**src/rtl/opl3_pkg.sv**
```systemverilog
// Shared OPL3 definitions: sample type, I2S frame geometry and the slot-to-bit map.
package opl3_pkg;

    localparam int SAMPLE_W   = 16;
    localparam int SLOT_BITS  = 32;
    localparam int FRAME_BITS = 64;

    typedef logic signed [SAMPLE_W-1:0] opl3_sample_t;

    // Philips framing: the MSB sits one bit after the slot boundary, so slot
    // positions 1..16 and 33..48 carry bits 15..0, i.e. index (16 - s) mod 16.
    function automatic logic slot_bit(input logic [5:0] s,
                                      input opl3_sample_t a,
                                      input opl3_sample_t b);
        logic [3:0] idx;
        logic       bit_v;
        idx = 4'd0 - s[3:0];
        if ((s >= 6'd1) && (s <= 6'd16)) begin
            bit_v = a[idx];
        end else if ((s >= 6'd33) && (s <= 6'd48)) begin
            bit_v = b[idx];
        end else begin
            bit_v = 1'b0;
        end
        return bit_v;
    endfunction

endpackage

```
**src/rtl/opl3_i2s_pump_if.sv**
```systemverilog
// Sequencer-to-pump sample handshake: ready with a stable A/B pair, rd to restart.
interface opl3_i2s_pump_if;
    import opl3_pkg::*;

    logic         ready;
    opl3_sample_t A;
    opl3_sample_t B;
    logic         rd;

    modport master (output ready, output A, output B, input rd);
    modport slave  (input ready, input A, input B, output rd);

endinterface

```
**src/rtl/opl3_i2s_clkgen.sv**
```systemverilog
// Bit-clock divider and 64-slot frame counter; strobes fall events and the frame tick.
module opl3_i2s_clkgen #(
    parameter int BCLK_HALF = 9
) (
    input  logic       clk,
    input  logic       reset,
    output logic       bclk,
    output logic       fall,
    output logic [5:0] s,
    output logic       tick
);
    localparam int DIV_W = (BCLK_HALF > 1) ? $clog2(BCLK_HALF) : 1;

    logic [DIV_W-1:0] div_q, div_d;
    logic             bclk_q, bclk_d;
    logic [5:0]       s_q, s_d;
    logic             wrap_s;

    // Next-state for divider, bit clock and slot counter.
    always_comb begin
        wrap_s = (div_q == DIV_W'(BCLK_HALF - 1));
        div_d  = wrap_s ? '0 : (div_q + DIV_W'(1));
        bclk_d = wrap_s ? ~bclk_q : bclk_q;
        fall   = wrap_s & bclk_q;
        s_d    = fall ? (s_q + 6'd1) : s_q;
        tick   = fall & (s_q == 6'd63);
    end

    // State registers.
    always_ff @(posedge clk or posedge reset) begin
        if (reset) begin
            div_q  <= '0;
            bclk_q <= 1'b0;
            s_q    <= 6'd0;
        end else begin
            div_q  <= div_d;
            bclk_q <= bclk_d;
            s_q    <= s_d;
        end
    end

    assign bclk = bclk_q;
    assign s    = s_q;

endmodule

```
**src/rtl/opl3_i2s_pump.sv**
```systemverilog
// Frame-rate consumer of the OPL3 sequencer: latches A/B once per frame, pulses rd,
// and shifts the pair out as Philips I2S.
module opl3_i2s_pump
    import opl3_pkg::*;
#(
    parameter int BCLK_HALF = 9
) (
    input  logic                 clk,
    input  logic                 reset,
    opl3_i2s_pump_if.slave       seq,
    input  logic                 underrun_clr,
    output logic [7:0]           underrun_cnt,
    output logic                 i2s_bclk,
    output logic                 i2s_lrclk,
    output logic                 i2s_sdata
);
    logic         bclk_s, fall_s, tick_s;
    logic [5:0]   s_s, s_new_s;
    opl3_sample_t sha_q, sha_d, shb_q, shb_d;
    logic         rd_q, rd_d, lr_q, lr_d, sd_q, sd_d;
    logic [7:0]   cnt_q, cnt_d;

    opl3_i2s_clkgen #(.BCLK_HALF(BCLK_HALF)) u_clkgen (
        .clk   (clk),
        .reset (reset),
        .bclk  (bclk_s),
        .fall  (fall_s),
        .s     (s_s),
        .tick  (tick_s)
    );

    // Shadow capture, rd strobe, serialiser and underrun bookkeeping.
    always_comb begin
        s_new_s = s_s + 6'd1;
        sha_d   = sha_q;
        shb_d   = shb_q;
        lr_d    = lr_q;
        sd_d    = sd_q;
        cnt_d   = cnt_q;
        rd_d    = tick_s & seq.ready;
        if (tick_s && seq.ready) begin
            sha_d = seq.A;
            shb_d = seq.B;
        end else begin
            sha_d = sha_q;
            shb_d = shb_q;
        end
        // Shadows change only when the new slot is 0, which always carries a 0 bit.
        if (fall_s) begin
            lr_d = s_new_s[5];
            sd_d = slot_bit(s_new_s, sha_q, shb_q);
        end else begin
            lr_d = lr_q;
            sd_d = sd_q;
        end
        if (underrun_clr) begin
            cnt_d = 8'd0;
        end else if (tick_s && !seq.ready && (cnt_q != 8'hFF)) begin
            cnt_d = cnt_q + 8'd1;
        end else begin
            cnt_d = cnt_q;
        end
    end

    // Output and shadow registers.
    always_ff @(posedge clk or posedge reset) begin
        if (reset) begin
            sha_q <= '0;
            shb_q <= '0;
            rd_q  <= 1'b0;
            lr_q  <= 1'b0;
            sd_q  <= 1'b0;
            cnt_q <= 8'd0;
        end else begin
            sha_q <= sha_d;
            shb_q <= shb_d;
            rd_q  <= rd_d;
            lr_q  <= lr_d;
            sd_q  <= sd_d;
            cnt_q <= cnt_d;
        end
    end

    assign seq.rd       = rd_q;
    assign underrun_cnt = cnt_q;
    assign i2s_bclk     = bclk_s;
    assign i2s_lrclk    = lr_q;
    assign i2s_sdata    = sd_q;

endmodule

```
**src/flat_wrapper.sv**
```systemverilog
// flat-port wrapper written by rule: the top's interface ports become plain ports
module opl3_i2s_pump_flat import opl3_pkg::*;
#(
    parameter int BCLK_HALF = 9
)
  (clk, reset, underrun_clr, underrun_cnt, i2s_bclk, i2s_lrclk, i2s_sdata, seq_ready, seq_A, seq_B, seq_rd);
  opl3_i2s_pump_if seq_i ();
  input  logic clk;
  input  logic reset;
  input  logic underrun_clr;
  output logic [7:0] underrun_cnt;
  output logic i2s_bclk;
  output logic i2s_lrclk;
  output logic i2s_sdata;
  input wire logic [$bits(seq_i.ready)-1:0] seq_ready;
  input wire logic [$bits(seq_i.A)-1:0] seq_A;
  input wire logic [$bits(seq_i.B)-1:0] seq_B;
  output wire logic [$bits(seq_i.rd)-1:0] seq_rd;
  assign seq_i.ready = seq_ready;
  assign seq_i.A = seq_A;
  assign seq_i.B = seq_B;
  assign seq_rd = seq_i.rd;
  opl3_i2s_pump #(.BCLK_HALF(BCLK_HALF)) u_core (.clk(clk), .reset(reset), .seq(seq_i), .underrun_clr(underrun_clr), .underrun_cnt(underrun_cnt), .i2s_bclk(i2s_bclk), .i2s_lrclk(i2s_lrclk), .i2s_sdata(i2s_sdata));
endmodule
```
**config.mk**
```make
export PLATFORM = sky130hd
export DESIGN_NAME = opl3_i2s_pump_flat
export DESIGN_NICKNAME = d
export VERILOG_FILES = /design/src/rtl/opl3_pkg.sv /design/src/rtl/opl3_i2s_pump_if.sv /design/src/rtl/opl3_i2s_clkgen.sv /design/src/rtl/opl3_i2s_pump.sv /design/src/flat_wrapper.sv
export SDC_FILE = /design/constraint.sdc
export NUM_CORES = 1
export LEC_CHECK = 0
export CORE_ASPECT_RATIO = 1.2
export CORE_MARGIN = 5
export CORE_UTILIZATION = 35
export CTS_BUF_LIST = sky130_fd_sc_hd__clkbuf_4
export CTS_CLUSTER_SIZE = 30
export DETAILED_ROUTE_END_ITERATION = 8
export SYNTH_ARGS = -nofsm -noshare
export SYNTH_HDL_FRONTEND = slang
export SYNTH_SLANG_ARGS = --single-unit
```
**constraint.sdc**
```tcl
create_clock -name clk -period 5.1 [get_ports clk]
set_input_delay 0.51 -clock clk [delete_from_list [all_inputs] [get_ports clk]]
set_output_delay 0.51 -clock clk [all_outputs]
set_load 0.01 [all_outputs]
```
# Word-level counts from Yosys, hierarchy flattened
# Cells that the tools add are included.
# classes
addsub,4
order_cmp,5
eq_ne,3
muxes,9
n_bitwise,4
n_reduce_logical,7
# op_table
operator,n
8-bit 2-to-1 mux,2
8-bit by 1-bit adder with 8-bit output (second input constant),1
1-bit binary-select mux with 4-bit select,2
8-bit inequality test (second input constant),1
6-bit by 1-bit adder with 6-bit output (second input constant),1
6-bit equality test (second input constant),1
6-bit by 1-bit greater-or-equal comparator with 1-bit output (second input constant),1
6-bit greater-or-equal comparator (second input constant),1
6-bit by 5-bit less-or-equal comparator with 1-bit output (second input constant),1
6-bit less-or-equal comparator (second input constant),1
1-bit logical AND,5
4-bit by 5-bit less-than comparator with 1-bit output (second input constant),1
4-bit by 1-bit adder with 4-bit output (second input constant),1
4-bit equality test (second input constant),1
1-bit 2-to-1 mux,4
4-bit 2-to-1 mux,1
1-bit by 4-bit subtractor with 4-bit output (first input constant),1
1-bit bitwise AND,3
2-bit nonzero test,1
1-bit zero test,1
1-bit inverter,1
# word_totals
ff_bits,54
out_inout_bits,12
wordCells,41

# Longest topological paths before layout
# Gate-level depths: netlist (run 1).
# depth
depth_word,7
ltp_mapped,9
ltp_nobuf,7

# Hierarchy
# A second synthesis (run 1) with hierarchy kept.
# hier_totals
hier_cells,204
hier_area_um2,2632.5
# by_module_without_submodules
module,instances,cells_each,area_per_inst_um2,seq_area_each_um2
opl3_i2s_pump,1,162,2127.0,1076.0
opl3_i2s_clkgen,1,42,505.5,275.3

# Worst setup path after synthesis (run 1)
# OpenSTA, ideal clock, no wires.
# synth_path
path_type,reg2reg
start,"register u_core.u_clkgen.s_q[0], in the netlist u_core.u_clkgen.s[0]"
end,"register u_core.sd_q, in the netlist u_core.i2s_sdata"
setup_time_ps,136
arrival_time_ps,2165
required_ps,4964
slack_ps,2799
path_stages_with_launch,9
n_path_buf,2
period_less_slack_ps,2301
cell_sequence,dfrtp_1 buf_2 inv_1 ha_1 buf_6 mux4_2 mux2_2 o2111ai_1 o211ai_1
# synth_via
elab_chain_cells,6
word_cells_on_any_way,14
classes_between,add/sub: 2; order compare: 4; mux: 6; reduce/logical: 2
# synth_rtl
item,line,text
start: declaration,opl3_i2s_clkgen.sv:16,"logic [5:0] s_q, s_d;"
start signal: assignment,opl3_i2s_clkgen.sv:34,s_q <= 6'd0;
start signal: assignment,opl3_i2s_clkgen.sv:38,s_q <= s_d;
6-bit by 1-bit adder with 6-bit output (*),opl3_i2s_pump.sv:34,s_new_s = s_s + 6'd1;
via u_core.s_new_s[0],opl3_i2s_pump.sv:18,"logic [5:0] s_s, s_new_s;"
1-bit by 4-bit subtractor with 4-bit output,opl3_pkg.sv:17,idx = 4'd0 - s[3:0];
1-bit binary-select mux with 4-bit select,opl3_pkg.sv:21,bit_v = b[idx];
1-bit 2-to-1 mux (not written as such),opl3_pkg.sv:21,
1-bit 2-to-1 mux,opl3_pkg.sv:20,end else if ((s >= 6'd33) && (s <= 6'd48)) begin
1-bit 2-to-1 mux (*),opl3_pkg.sv:18,if ((s >= 6'd1) && (s <= 6'd16)) begin
end signal: assignment,opl3_i2s_pump.sv:72,sd_q <= 1'b0;
end signal: assignment,opl3_i2s_pump.sv:79,sd_q <= sd_d;
end: declaration,opl3_i2s_pump.sv:20,"logic rd_q, rd_d, lr_q, lr_d, sd_q, sd_d;"
# The timed path passes the listed nets; every way through them passes the cells marked *. The select of a mux whose other input is x is not followed.
# A chain may end at the register's enable or synchronous reset.

# Final worst setup path (run 1)
# Ends and elaborated chain as after synthesis.

==> metrics.txt, run 1 <==
status=complete, no violations; post-CTS setup buffers=0; Worst-path clk slew=0.14 ns; Largest delay share family, worst path=multiplexers; final max-slew violation count=0; crit path DAT=3.08 ns; Hold Path Class=reg2reg; Avg Inst Size Synth=13.61 um^2; Power per Cell Area=221.4 nW/um^2; post-CTS sizing=0; setup tns final=0 ns; drt drc=0; ratio of cells with drive above 1 in the final layout=23.79%; worst path cell trace=inv_1 > ha_1 > mux4_2 > mux2_2 > o21ai_0 > o211ai_1; critical path required time=5.36 ns; worst reg2reg path depth=6; share of the synthesized area in the top cell type=48.49%; worst slack, placed=2.225 ns; I/O pins=48; CTS tree=yes; via count=1712; Comb pwr share=5.1%; n_diodes=0; Max Clock Skew=0.02169 ns; GPL Wtd Cong=0.7960; number of hold buffers added after cts=0; slowest CP cell=ha_1; Seq pwr share=56.6%; Max H-tree Level=2; Core Area=7664 um^2; Worst Path Max Fanout=13; Slew HR=27.54%; max_cap viols=0; FP Rows=35; Main synth FF type=dfrtp_1; Hold Path Stages=1; endpoints failing setup=0; drt wl/cell=15.02 um; grt total ovfl=0; async set or reset register ratio after synthesis=100.0%; Clock Tree Root=clkbuf_4; DR pass1 iterations=4; RSZ-0062 raised after global routing=false; crit end category=flip-flop; part of the cycle the worst path needs=55.30%; sequential share of the synthesized area=48.49%; clock latency on the worst-skew pair=0.38 ns; die area=9690 um^2; Post-Layout Inst Area=3357 um^2; slowest stage delay, CP=0.70 ns; FF+latch count, synth=53; Cells after Synth=201; synth warn=0; vias in the first global route=1732; vias per std cell=5.035; Detailed Route WL=5107 um; critical setup path kind=reg2reg; DR iter-0 viols=158; endpoints failing hold=0; initial antenna violation count=0; DRT antenna net count=0; setup ws final=2.280 ns; Die X=90.70 um; initial core utilization=35.69%; Clock Tree Buf Depth=2; clock power share=38.3%; Psw=146.8 uW; fmax=354.6 MHz; Power Total=743.1 uW; Final #Nets=288; Sw Share=19.76%; Worst path depth=6; PortBufs=47; count leader, synth=dfrtp_1; Die Y=106.8 um; Post-Syn Area=2735 um^2; TritonCTS buffer count=5; min Tclk post-route=2.820 ns; area growth from synthesis to layout=22.74%; largest net degree at the start of global routing=54; Internal Dissipation=596.3 uW; CTS sink cnt=53; Post-synth EDFFs=0; slew of the pin with the lowest slew margin=1.085 ns; WP buf/inv=1; Worst VDD drop=0.0001100 V; crit start category=flip-flop; main area contributors after synthesis=dfrtp_1 48%, mux2_4 16%, mux4_2 6.6%; syn nets=242; post-DP HPWL=3681 um; Leak Pwr=1.569 nW; DP Area=3254 um^2; first-pass GRT wire length=8645 um; cell taking the most area after synthesis=dfrtp_1; GRT Util Overall=10.98%; Commonest cells post-synth=53 x dfrtp_1, 30 x mux2_4, 11 x nor2_1; Synth cell types=42
-- layout make-up --
cell class | count | area [um^2]
tap | 92 | 115.1
clock inverter | 3 | 65.06
timing repair buffer | 47 | 470.5
inverter | 5 | 18.77
clock buffer | 5 | 37.54
fill | 719 | 4307
sequential | 53 | 1326
multi-input combinational | 135 | 1324
-- final timing paths --
kind	start	slack, ns	end
worst max-delay path	u_core.u_clkgen.s[0]	2.28	u_core.i2s_sdata
worst min-delay path	u_core.u_clkgen.div_q[0]	0.51	u_core.u_clkgen.div_q[0]
worst max register to register	u_core.u_clkgen.s[0]	2.28	u_core.i2s_sdata
worst min register to register	u_core.u_clkgen.div_q[0]	0.51	u_core.u_clkgen.div_q[0]
max in group asynchronous	reset	3.72	u_core.underrun_cnt[1]
min in group asynchronous	reset	0.71	u_core.shb_q[6]
-- placed cells by master (no fill, tap or decap), types with 5 or more instances in the layout --
cell type and n:
clkdlybuf4s50_1 47, mux2_4 30, mux2_2 6, clkbuf_4 5, ha_1 5, xor2_1 10, nand3_1 10, nand2_1 9
nor2_1 11, dfrtp_1 53, mux4_2 8
-- state kept, by name, summed over array words and instances, names as in the netlist --
signal and count:
u_core.i2s_sdata 1, u_core.seq.rd 1, u_core.sha_q 16, u_core.shb_q 16
u_core.u_clkgen.bclk 1, u_core.u_clkgen.div_q 4, u_core.u_clkgen.s 6, u_core.underrun_cnt 8
-- stage by stage --
step	std cells	util, %	hold WS [ns]
4_1_cts	340	43.80	0.5106
6_report	340	43.80	0.5054
2_1_floorplan	201	-	0.4547
3_3_place_gp	332	42.47	0.4861
3_5_place_dp	332	42.47	0.4907
5_1_grt	340	43.80	0.5409
-- metal layers --
layer | track usage, % | wire, um | up-vias
met3 | 3.228 | 239 | 8
li1 | - | - | 820
met4 | 3.830 | 84 | 0
met1 | 14.23 | 2291 | 847
met5 | 0 | 0 | -
met2 | 17.45 | 2491 | 37
-- kinds of logic (layout without fill, tap and decap cells) --
kind of cell	Yosys count	after routing	share of synthesized area [%]
xor gates and xnor gates	13	13	4.163
adders and majority gates	5	5	2.287
buffers and inverters	13	60	3.111
DFF	53	53	48.49
muxes	46	46	26.26
AOI/OAI and AO/OA	16	16	3.980
and+or+nand+nor	55	55	11.71
-- worst reg2reg max path, stage by stage, from the launching register on --
cell	delay, ns
dfrtp_1	0.66
inv_1	0.18
ha_1	0.70
mux4_2	0.59
mux2_2	0.28
o21ai_0	0.18
o211ai_1	0.12
-- power groups by stage --
| stage | clock, mW | sequential [mW] | combinational (mW) |
|---|---|---|---|
| final | 0.285 | 0.420 | 0.0380 |
| after global placement | 0 | 0.428 | 0.0397 |
| after floorplan | 0 | 0.428 | 0.00837 |
| after detailed placement | 0 | 0.428 | 0.0396 |
| after global routing | 0.319 | 0.421 | 0.0421 |
| after CTS | 0.294 | 0.420 | 0.0396 |
Power figures use the tool's default switching activity.
==> run 2: changes to the inputs <==
clock period = 2.9 ns   (was 5.1 ns; I/O delays follow)
==> run 2 against run 1 <==
Combinational power up 82%. Worst hold slack got worse by 0.21 ns. Clock-buffer cell count is 1 higher. Global-route usage rose by 0.076 points. Clock skew decreased by 0.011 ns. Sequential share of layout area shrank 0.39 points. Total power up 63%. Wire length decreased by 0.76%. Final cell count grew 1.8%. Register-to-register slack worse by 1.8 ns. Final area increased by 1.0%.
==> metrics.txt, run 2 (synthesis gave the netlist of run 1 again) <==
status=complete, no violations; largest net degree at the start of global routing=28 (-48%); GRT Util Overall=11.05% (+0.076 points); Clock Tree Buf Depth=2 (unchanged); Worst VDD drop=0.0001862 V (+69%); Leak Pwr=1.593 nW (+1.5%); slew of the pin with the lowest slew margin=0.6235 ns (-0.4618 ns); fmax=416.6 MHz (+17%); crit start category=flip-flop; I/O pins=48 (unchanged); Clock Tree Root=clkbuf_4; TritonCTS buffer count=5 (unchanged); most frequent cells in the layout=53 x dfrtp_1, 47 x clkdlybuf4s50_1, 30 x mux2_4, 11 x nor2_1; placed cell count=338 (+1.8%); setup tns final=0 ns (unchanged); via count=1680 (-1.9%); vias per std cell=4.855 (-3.6%); Die X=90.70 um (unchanged); max_cap viols=0 (unchanged); vias in the first global route=1772 (+2.3%); Core Area=7664 um^2 (unchanged); GPL Wtd Cong=0.7839 (-1.5%); R2R Path End=u_core.i2s_sdata; Die Y=106.8 um (unchanged); part of the cycle the worst path needs=82.77% (+27 points); final max-slew violation count=0 (unchanged); endpoints failing hold=0 (unchanged); Reg-to-Reg Start=u_core.u_clkgen.s[1]; drt wl/cell=14.65 um (-2.5%); Worst-path clk slew=0.15 ns (about the same); number of hold buffers added after cts=0 (unchanged); post-DP HPWL=3858 um (+4.8%); endpoints failing setup=0 (unchanged); final non-filler cell total=346 (+1.8%); initial antenna violation count=0 (unchanged); post-CTS setup buffers=0 (unchanged); Detailed Route WL=5068 um (-0.76%); die area=9690 um^2 (unchanged); DRT antenna net count=0 (unchanged); post-CTS sizing=0 (unchanged); Slew HR=58.24% (+31 points); worst reg2reg path depth=8 (+2); min Tclk post-route=2.400 ns (-0.4199 ns); CTS sink cnt=53 (unchanged); Final #Nets=294 (+2.1%); CP startpoint=u_core.u_clkgen.s[1]; commonest non-fill, non-tap cell in the layout=dfrtp_1; FP Rows=35 (unchanged); Max Clock Skew=0.01080 ns (-0.01090 ns); n_diodes=0 (unchanged); grt total ovfl=0 (unchanged); Hold Path Class=in2async; Power per Cell Area=358.2 nW/um^2 (+62%); Max H-tree Level=2 (unchanged); crit end category=flip-flop; ratio of cells with drive above 1 in the final layout=25.20% (+1.4 points); DR iter-0 viols=79 (-50%); crit path DAT=2.65 ns (-0.43 ns); area growth from synthesis to layout=23.97%; RSZ-0062 raised after global routing=false; PortBufs=47 (unchanged); Worst Path Max Fanout=10 (-3); CTS tree=yes; critical setup path kind=reg2reg; DR pass1 iterations=4 (unchanged); clock latency on the worst-skew pair=0.36 ns (-0.02 ns); initial core utilization=35.69% (unchanged); FF-to-FF setup slack=0.50 ns (-1.78 ns); critical path required time=3.15 ns (-2.21 ns); first-pass GRT wire length=8797 um (+1.8%); drt drc=0 (unchanged)
[run 2: cell types whose count changed in the layout (fill, tap and decap cells not counted)]
| cell | delta |
|---|---|
| clkinv_1 | +1 |
| buf_4 | +5 |
| buf_12 | +1 |
| clkbuf_4 | +1 |
| bufinv_16 | -1 |
| clkinv_2 | -1 |
[run 2: how the worst max path moves through the flow]
stage                             to  slack [ns]  cells after the start
global placement    u_core.i2s_sdata        0.54                      8
global route        u_core.i2s_sdata        0.31                      8
CTS                 u_core.i2s_sdata        0.45                      8
finish              u_core.i2s_sdata        0.50                      8
floorplan           u_core.i2s_sdata        0.60                      8
detailed placement  u_core.i2s_sdata        0.48                      8
[run 2: per-stage QoR]
| stage | setup slack [ns] | power, mW | util [%] | cell area, um^2 | hold slack, ns |
|---|---|---|---|---|---|
| after floorplan | 0.5992 | 0.7678 | - | 2735 | 0.4186 |
| after global placement | 0.5371 | 0.8249 | 43.22 | 3312 | 0.4890 |
| after detailed placement | 0.4837 | 0.8245 | 43.22 | 3312 | 0.4843 |
| after CTS | 0.4503 | 1.235 | 44.24 | 3391 | 0.3131 |
| after global routing | 0.3104 | 1.268 | 44.24 | 3391 | 0.3334 |
| final | 0.4996 | 1.215 | 44.24 | 3391 | 0.2957 |
[run 2: cell type report]
class                   count  area, um^2
clock buffers               6       45.04
clock inverters             2       33.78
fillers                   696        4273
inverters                   5       18.77
multi-input cells         135        1324
flip-flops and latches     53        1326
well taps                  92       115.1
repair buffers             53       528.0
[run 2: power by group]
group	internal (mW)	leakage [nW]	total, mW	switching, mW
Clock	0.189	0.0433	0.406	0.217
Combinational	0.0440	0.824	0.0692	0.0252
Sequential	0.739	0.726	0.739	0
Total	0.972	1.59	1.21	0.242
[run 2: worst max-delay path, stage by stage, from the launching register on]
cell and delay (ns):
dfrtp_1 0.51, inv_1 0.07, ha_1 0.52, buf_4 0.23, mux4_2 0.49, mux2i_1 0.14
o21ai_0 0.10, o2111ai_1 0.12, o211ai_1 0.11
[run 2: layer usage]
metal | up-vias | share of wire (%) | global-route usage [%]
met5 | - | 0 | 0
met4 | 0 | 1.1 | 2.553
met3 | 6 | 4.3 | 2.947
met2 | 41 | 47 | 17.60
met1 | 807 | 48 | 15.06
li1 | 826 | - | -
